`src/rtl/fir_seq_ctrl_if.sv`:
```
// Bus bundle between fir_seq_ctrl and its surroundings.
//   Host:       start (in), busy/done/error (out)
//   Upstream:   in_valid/in_data (in), in_ready (out)
//   Downstream: out_valid/out_data (out), out_ready (in)
//   Filter:     f_reset/f_op/f_addr/f_x (out), f_y/f_done (in)
// The master modport is the controller's view; slave is the environment's view.
interface fir_seq_ctrl_if;
   logic        start;
   logic        in_valid;
   logic [31:0] in_data;
   logic        in_ready;
   logic        out_valid;
   logic [31:0] out_data;
   logic        out_ready;
   logic        busy;
   logic        done;
   logic        error;
   logic        f_reset;
   logic [1:0]  f_op;
   logic [31:0] f_addr;
   logic [31:0] f_x;
   logic [31:0] f_y;
   logic        f_done;

   modport master (
      input  start, in_valid, in_data, out_ready, f_y, f_done,
      output in_ready, out_valid, out_data, busy, done, error,
             f_reset, f_op, f_addr, f_x
   );

   modport slave (
      output start, in_valid, in_data, out_ready, f_y, f_done,
      input  in_ready, out_valid, out_data, busy, done, error,
             f_reset, f_op, f_addr, f_x
   );
endinterface

```
`src/rtl/fir_seq_ctrl.sv`:
```
// Sequencer owning the op/address bus of one FIR filter: clears the filter, streams
// SIGNAL_LEN samples in, triggers compute (with a watchdog), then streams SIGNAL_LEN
// results out, one per RD_ISSUE/RD_CAP/RD_OUT round.
// Ports:
//   clk    - clock
//   reset  - synchronous, active-high reset
//   bus_io - fir_seq_ctrl_if.master (host, upstream, downstream and filter signals)
module fir_seq_ctrl #(
   parameter int unsigned SIGNAL_LEN     = 1000,
   parameter int unsigned MAX_RUN_CYCLES = 202000
) (
   input logic            clk,
   input logic            reset,
   fir_seq_ctrl_if.master bus_io
);

   localparam logic [31:0] LastIdx  = 32'(SIGNAL_LEN - 1);
   localparam logic [31:0] WdogLast = 32'(MAX_RUN_CYCLES - 1);

   typedef enum logic [3:0] {
      StIdle, StClear, StLoad, StRun, StRdIssue, StRdCap, StRdOut, StFin, StErr
   } state_e;

   state_e      state_q, state_d;
   logic [31:0] cnt_q, cnt_d;
   logic [31:0] wdog_q, wdog_d;
   logic [31:0] out_data_q, out_data_d;
   logic        out_valid_q, out_valid_d;
   logic        done_q, done_d;
   logic        error_q, error_d;

   logic [1:0]  f_op;
   logic [31:0] f_addr;
   logic [31:0] f_x;
   logic        in_ready;

   always_ff @(posedge clk) begin
      if (reset) begin
         state_q     <= StIdle;
         cnt_q       <= '0;
         wdog_q      <= '0;
         out_data_q  <= '0;
         out_valid_q <= 1'b0;
         done_q      <= 1'b0;
         error_q     <= 1'b0;
      end else begin
         state_q     <= state_d;
         cnt_q       <= cnt_d;
         wdog_q      <= wdog_d;
         out_data_q  <= out_data_d;
         out_valid_q <= out_valid_d;
         done_q      <= done_d;
         error_q     <= error_d;
      end
   end

   always_comb begin
      state_d     = state_q;
      cnt_d       = cnt_q;
      wdog_d      = wdog_q;
      out_data_d  = out_data_q;
      out_valid_d = out_valid_q;
      done_d      = 1'b0;
      error_d     = error_q;
      f_op        = 2'b00;
      f_addr      = '0;
      f_x         = '0;
      in_ready    = 1'b0;

      unique case (state_q)
         StIdle: begin
            if (bus_io.start) state_d = StClear;
         end
         StClear: begin
            cnt_d   = '0;
            state_d = StLoad;
         end
         StLoad: begin
            in_ready = 1'b1;
            if (bus_io.in_valid) begin
               f_op   = 2'b01;
               f_addr = cnt_q;
               f_x    = bus_io.in_data;
               if (cnt_q == LastIdx) begin
                  cnt_d   = '0;
                  wdog_d  = '0;
                  state_d = StRun;
               end else begin
                  cnt_d = cnt_q + 32'd1;
               end
            end
         end
         StRun: begin
            f_op   = 2'b10;
            wdog_d = wdog_q + 32'd1;
            // Completion wins over a watchdog expiry in the same cycle.
            if (bus_io.f_done) begin
               cnt_d   = '0;
               state_d = StRdIssue;
            end else if (wdog_q == WdogLast) begin
               error_d = 1'b1;
               state_d = StErr;
            end
         end
         StRdIssue: begin
            f_op    = 2'b11;
            f_addr  = cnt_q;
            state_d = StRdCap;
         end
         StRdCap: begin
            // f_y is the registered answer to the read issued last cycle.
            out_data_d  = bus_io.f_y;
            out_valid_d = 1'b1;
            state_d     = StRdOut;
         end
         StRdOut: begin
            if (bus_io.out_ready) begin
               out_valid_d = 1'b0;
               if (cnt_q == LastIdx) begin
                  cnt_d   = '0;
                  state_d = StFin;
               end else begin
                  cnt_d   = cnt_q + 32'd1;
                  state_d = StRdIssue;
               end
            end
         end
         StFin: begin
            done_d  = 1'b1;
            state_d = StIdle;
         end
         StErr: begin
            if (bus_io.start) begin
               error_d = 1'b0;
               state_d = StClear;
            end
         end
         default: state_d = StIdle;
      endcase
   end

   assign bus_io.f_reset   = reset | (state_q == StClear);
   assign bus_io.f_op      = f_op;
   assign bus_io.f_addr    = f_addr;
   assign bus_io.f_x       = f_x;
   assign bus_io.in_ready  = in_ready;
   assign bus_io.busy      = !(state_q inside {StIdle, StErr});
   assign bus_io.out_valid = out_valid_q;
   assign bus_io.out_data  = out_data_q;
   assign bus_io.done      = done_q;
   assign bus_io.error     = error_q;

endmodule

```
`src/flat_wrapper.sv`:
```
// flat-port wrapper written by rule: the top's interface ports become plain ports
module fir_seq_ctrl_flat 
#(
   parameter int unsigned SIGNAL_LEN     = 1000,
   parameter int unsigned MAX_RUN_CYCLES = 202000
)
  (clk, reset, bus_io_start, bus_io_in_valid, bus_io_in_data, bus_io_out_ready, bus_io_f_y, bus_io_f_done, bus_io_in_ready, bus_io_out_valid, bus_io_out_data, bus_io_busy, bus_io_done, bus_io_error, bus_io_f_reset, bus_io_f_op, bus_io_f_addr, bus_io_f_x);
  fir_seq_ctrl_if bus_io_i ();
  input logic clk;
  input logic reset;
  input wire logic [$bits(bus_io_i.start)-1:0] bus_io_start;
  input wire logic [$bits(bus_io_i.in_valid)-1:0] bus_io_in_valid;
  input wire logic [$bits(bus_io_i.in_data)-1:0] bus_io_in_data;
  input wire logic [$bits(bus_io_i.out_ready)-1:0] bus_io_out_ready;
  input wire logic [$bits(bus_io_i.f_y)-1:0] bus_io_f_y;
  input wire logic [$bits(bus_io_i.f_done)-1:0] bus_io_f_done;
  output wire logic [$bits(bus_io_i.in_ready)-1:0] bus_io_in_ready;
  output wire logic [$bits(bus_io_i.out_valid)-1:0] bus_io_out_valid;
  output wire logic [$bits(bus_io_i.out_data)-1:0] bus_io_out_data;
  output wire logic [$bits(bus_io_i.busy)-1:0] bus_io_busy;
  output wire logic [$bits(bus_io_i.done)-1:0] bus_io_done;
  output wire logic [$bits(bus_io_i.error)-1:0] bus_io_error;
  output wire logic [$bits(bus_io_i.f_reset)-1:0] bus_io_f_reset;
  output wire logic [$bits(bus_io_i.f_op)-1:0] bus_io_f_op;
  output wire logic [$bits(bus_io_i.f_addr)-1:0] bus_io_f_addr;
  output wire logic [$bits(bus_io_i.f_x)-1:0] bus_io_f_x;
  assign bus_io_i.start = bus_io_start;
  assign bus_io_i.in_valid = bus_io_in_valid;
  assign bus_io_i.in_data = bus_io_in_data;
  assign bus_io_i.out_ready = bus_io_out_ready;
  assign bus_io_i.f_y = bus_io_f_y;
  assign bus_io_i.f_done = bus_io_f_done;
  assign bus_io_in_ready = bus_io_i.in_ready;
  assign bus_io_out_valid = bus_io_i.out_valid;
  assign bus_io_out_data = bus_io_i.out_data;
  assign bus_io_busy = bus_io_i.busy;
  assign bus_io_done = bus_io_i.done;
  assign bus_io_error = bus_io_i.error;
  assign bus_io_f_reset = bus_io_i.f_reset;
  assign bus_io_f_op = bus_io_i.f_op;
  assign bus_io_f_addr = bus_io_i.f_addr;
  assign bus_io_f_x = bus_io_i.f_x;
  fir_seq_ctrl #(.SIGNAL_LEN(SIGNAL_LEN), .MAX_RUN_CYCLES(MAX_RUN_CYCLES)) u_core (.clk(clk), .reset(reset), .bus_io(bus_io_i));
endmodule
```
`config.mk`:
```
export PLATFORM = sky130hd
export DESIGN_NAME = fir_seq_ctrl_flat
export DESIGN_NICKNAME = d
export VERILOG_FILES = /design/src/rtl/fir_seq_ctrl_if.sv /design/src/rtl/fir_seq_ctrl.sv /design/src/flat_wrapper.sv
export SDC_FILE = /design/constraint.sdc
export NUM_CORES = 1
export LEC_CHECK = 0
export ABC_AREA = 0
export CELL_PAD_IN_SITES_DETAIL_PLACEMENT = 1
export CELL_PAD_IN_SITES_GLOBAL_PLACEMENT = 1
export CORE_MARGIN = 5
export CORE_UTILIZATION = 30
export CTS_CLUSTER_SIZE = 12
export DETAILED_ROUTE_END_ITERATION = 8
export PLACE_DENSITY = 0.76
export SETUP_SLACK_MARGIN = 0.3
export SYNTH_ARGS = -nofsm -noshare
export SYNTH_HDL_FRONTEND = slang
export SYNTH_SLANG_ARGS = --single-unit
```
`constraint.sdc`:
```
create_clock -name clk -period 2.9 [get_ports clk]
set_input_delay 0.58 -clock clk [delete_from_list [all_inputs] [get_ports clk]]
set_output_delay 0.58 -clock clk [all_outputs]
set_load 0.03 [all_outputs]
```
Word level (Yosys, flattened, before mapping) --
Index checks and enable logic that the tools add are counted.
Word-level totals: register bits 103, output and inout port bits 104, logic and storage cells 72
Operators by class: add/sub/neg operators 2, equality and inequality tests 19, mux-type cells 30, bitwise gates (word level) 1, reduce and logical (&&, ||, !) cells 13
Operator list (count):
- 2-to-1 mux 32 bit | 9
- one-hot mux 32 bit (2 select lines) | 2
- one-hot mux 32 bit (4 select lines) | 1
- adder 32 x 1 -> 32 bit, second input constant | 2
- == test 32 x 10 -> 1 bit, second input constant | 1
- == test 32 x 18 -> 1 bit, second input constant | 1
- one-hot mux 4 bit (7 select lines) | 1
- 2-to-1 mux 4 bit | 6
- == test 4 x 3 -> 1 bit, second input constant | 4
- != test 2 bit, second input constant | 5
- == test 4 x 2 -> 1 bit, second input constant | 2
- AND reduction 4 bit | 2
- nonzero test 2 bit | 4
- 2-to-1 mux 1 bit | 7
- != test 2 x 1 -> 1 bit, second input constant | 3
- one-hot mux 2 bit (3 select lines) | 1
- AND reduction 5 bit | 1
- == test 4 x 1 -> 1 bit, second input constant | 1
- == test 4 bit, second input constant | 1
- logical NOT 4 bit | 1
- one-hot mux 1 bit (2 select lines) | 2
- nonzero test 4 bit | 1
- != test 3 x 2 -> 1 bit, second input constant | 1
- AND reduction 3 bit | 1
- 5 further kinds | 5

Logic depth before layout (Yosys ltp) --
Gate-level depths: netlist of run 1.
depth in word-level cells 4, mapped depth 9

Least setup slack after synthesis of run 1 --
Ideal clock, no wire load.
path kind flip-flop to output port, start reg u_core.state_q[0], end out bus_io_f_addr[0], data arrival time 1771 ps, data required time 2320 ps, slack 549 ps, stages on the path, launching flop included 7, buffers on the path 2, cell sequence dfxtp_1 nor3b_2 and3_1 clkbuf_1 a21oi_1 clkbuf_1 nor2b_1
On the way: longest elaborated chain between the ends 2, elaborated cells between the ends (all ways) 3
Ends and longest elaborated chain:
- start, declared | line fir_seq_ctrl.sv:24 | state_e state_q, state_d;
- start signal, assigned | line fir_seq_ctrl.sv:39 | state_q <= StIdle;
- start signal, assigned | line fir_seq_ctrl.sv:47 | state_q <= state_d;
- == test 4 x 3 -> 1 bit or == test 4 x 2 -> 1 bit (tied branches) | line fir_seq_ctrl.sv:70 | unique case (state_q)
- one-hot mux 32 bit (2 select lines) (*) | line fir_seq_ctrl.sv:70
- end, declared | line flat_wrapper.sv:25 | output wire logic [$bits(bus_io_i.f_addr)-1:0] bus_io_f_addr;
Mark *: on every way between the ends. The rest lies on a longest branch, timed or not.

Worst setup path in the final report of run 1 --
start reg u_core.state_q[0], end out bus_io_f_addr[11]
The elaborated chain is that of the path after synthesis.

==> run metrics, run 1 <==
crit path cell chain=nor3b_4, and3_1, a21oi_2, buf_12, nor2b_1, buf_4; Starting Density=30.4%; most common cell after layout, fill and taps aside=nand2_1; num rows=49; type of the worst setup path=reg -> out; post-synth net total=768; fin crit period=2.53 ns; die height=145 µm; Vias/cell=5.17; via count=5676; Slew HR=50.2%; worst path arrival time=1.95 ns; yosys warns=0; crit-path max FO=33; fraction of registers with async set/reset=0%; commonest non-fill, non-tap cells in the layout=109 x nand2_1, 105 x clkdlybuf4s50_1, 101 x dfxtp_1; Critical Path RT=2.32 ns; Synth cell types=61; core area=17900 µm²; share of cells above drive strength 1=15.0%; Startpoint Class=flop; crit-path max cell delay=0.44 ns; Overall Global Routing Usage=17.2%; final hold violations=0; hold buffer count at CTS=0; DR DRC count=0; IO buf count=173; sequential-to-total area share from yosys stat=37.9%; Setup violations, final=0; Post-synth EDFFs=0; Routed Antenna Nets=0; root buf cell=clkbuf_16; Clock Skew=0.00604 ns; status=finished clean; ANT cells=0; Setup TNS=0 ns; Top FF cell, synth=dfxtp_1; Leak=0.00263 µW; I/O pins=174; CTS tree=done; largest net degree at the start of global routing=47; CTS Buf Count=9; global-route wire length before repair=29100 µm; initial DRC count=309; routed wire length=18100 µm; RePlAce Congestion=0.793; Max Cap Violations=0; WL/cell=16.5 µm; Peak Freq=395 MHz; RSZ-0062 raised after global routing=yes; worst skew pair latency=0.36 ns; GRT overflow=0; Pre-antenna DRT Iters=4; Mapped Area=5440 µm²; Max VDD drop=0.000409 V; slew at the pin closest to its max-slew limit=0.738 ns; #FFs+latches synth=103; Worst-path clk slew=0.07 ns; H-tree levels=3; register area=2070 µm²; Final Cycle Share=87.3%; Tightest Hold Check Type=reg -> reg; Post-DP HPWL=13500 µm; Critical-path top delay cell=dfxtp_1; initial antenna violation count=0; Mapped Cells=696; pwr dens=504 nW/µm²; max-slew violations=0; Final Power=3850 µW; clock tree buffer depth=2; filler instances=2165; final net count=935; Die W=145 µm; syn avg cell area=7.82 µm²; clock sink count=103; CP Capture Type=output pin; vias in the first global route=5746; multi-input logic area=3170 µm²; full die area=20900 µm²; synth-to-layout area growth=40.5%
[registers in the layout, summed over array words and instances, names as in the netlist]
| register | count |
|---|---|
| u_core.bus_io.out_data | 32 |
| u_core.cnt_q | 32 |
| u_core.wdog_q | 32 |
| u_core.state_q | 4 |
| u_core.bus_io.done | 1 |
| u_core.bus_io.error | 1 |
| u_core.bus_io.out_valid | 1 |
[timing repair]
action                     in CTS  in global routing
pin swaps                       0                  1
setup buffers                   0                  2
setup endpoints to repair      68                 64
gates resized for setup         4                  4
[synthesized netlist by cell type, types with 3 or more instances]
library cell / instances / area share (%)
a211oi_1: 3 / 0.41
nand3_1: 28 / 2.6
nand4_1: 24 / 2.8
xnor2_1: 6 / 0.97
clkbuf_1: 31 / 2.1
a21oi_1: 79 / 7.3
nor4_2: 4 / 0.92
mux2i_1: 4 / 0.74
nand2_1: 109 / 7.5
dfxtp_1: 103 / 38
nor3_1: 12 / 1.1
and4_1: 7 / 1.1
nand2b_1: 6 / 0.69
or4_1: 15 / 2.1
o31ai_1: 15 / 2.1
nor4_1: 11 / 1.3
o2111ai_1: 3 / 0.48
o21ai_0: 26 / 2.4
and2_1: 33 / 3.8
buf_2: 9 / 0.83
nor2_1: 38 / 2.6
nor4_4: 3 / 1.2
xor2_1: 11 / 1.8
inv_1: 11 / 0.76
or4b_1: 3 / 0.55
a31oi_1: 3 / 0.34
nor4b_1: 3 / 0.48
or3_1: 21 / 2.4
nor2b_1: 32 / 3.7
and3_1: 6 / 0.69
[where the power goes]
group	switching, µW	total, µW	internal, µW
logic	712	1170	454
registers	59.4	1500	1440
clock network	591	1190	594
[worst paths after layout]
kind	from	endpoint	slack [ns]	cells after the start
worst max-delay path	u_core.state_q[0]	bus_io_f_addr[11]	0.37	6
worst min-delay path	u_core.bus_io.out_data[9]	u_core.bus_io.out_data[9]	0.46	2
worst max register to register	u_core.state_q[0]	u_core.cnt_q[31]	0.59	5
worst min register to register	u_core.bus_io.out_data[9]	u_core.bus_io.out_data[9]	0.46	2
[cells by family (layout without fill, tap and decap cells)]
logic type / after synthesis / in the layout / share of synthesized area [%]
XOR/XNOR: 17 / 17 / 2.74
buffers and inverters: 54 / 226 / 4.14
multiplexers: 5 / 5 / 0.943
AND/OR/NAND/NOR: 368 / 368 / 37.7
flip-flops: 103 / 103 / 37.9
adder cells (fa/ha/maj): 2 / 2 / 0.460
AO/OA/AOI/OAI: 147 / 147 / 16.1
[routing by layer]
layer | track usage, % | vias to the layer above | part of all wire [%]
li1 | - | 2830 | -
met1 | 22.1 | 2688 | 44
met2 | 28.7 | 138 | 48
met3 | 3.81 | 20 | 5.9
met4 | 5.30 | 0 | 1.9
met5 | 0 | - | 0
[critical path, delay by kind of cell (launching register included)]
family | cells | cell delay (ns)
compound gates | 1 | 0.06
buf+inv | 2 | 0.36
flops | 1 | 0.44
simple gates | 3 | 0.73
[layout make-up]
cell class / count / area share (%)
clock buffer: 9 / 2.95
sequential: 103 / 27.0
tap: 229 / 3.75
timing repair buffer: 199 / 23.6
inverter: 11 / 0.540
clock inverter: 7 / 0.720
multi-input combinational: 539 / 41.5
[metrics by stage]
stage / cell area [µm²] / instances / hold slack [ns] / utilization (%) / worst slack, ns
after global routing: 7640 / 1097 / 0.477 / 42.7 / 0.251
after detailed placement: 7330 / 1079 / 0.448 / 41.0 / 0.113
after floorplan: 5440 / 696 / 0.452 / - / 0.549
after global placement: 7330 / 1079 / 0.442 / 41.0 / 0.171
after CTS: 7610 / 1095 / 0.459 / 42.5 / 0.261
final: 7640 / 1097 / 0.457 / 42.7 / 0.369
Note: power is estimated with default switching activity, not from simulation.
==> inputs of run 2 (changes only) <==
--- a/config.mk
+++ b/config.mk
@@ -6,6 +6,7 @@
 export NUM_CORES = 1
 export LEC_CHECK = 0
 export ABC_AREA = 0
+export ABC_CLOCK_PERIOD_IN_PS = 2900
 export CELL_PAD_IN_SITES_DETAIL_PLACEMENT = 1
 export CELL_PAD_IN_SITES_GLOBAL_PLACEMENT = 1
 export CORE_MARGIN = 5
==> results of run 2 <==
Final layout, timing and power as in run 1 (identical DEF).
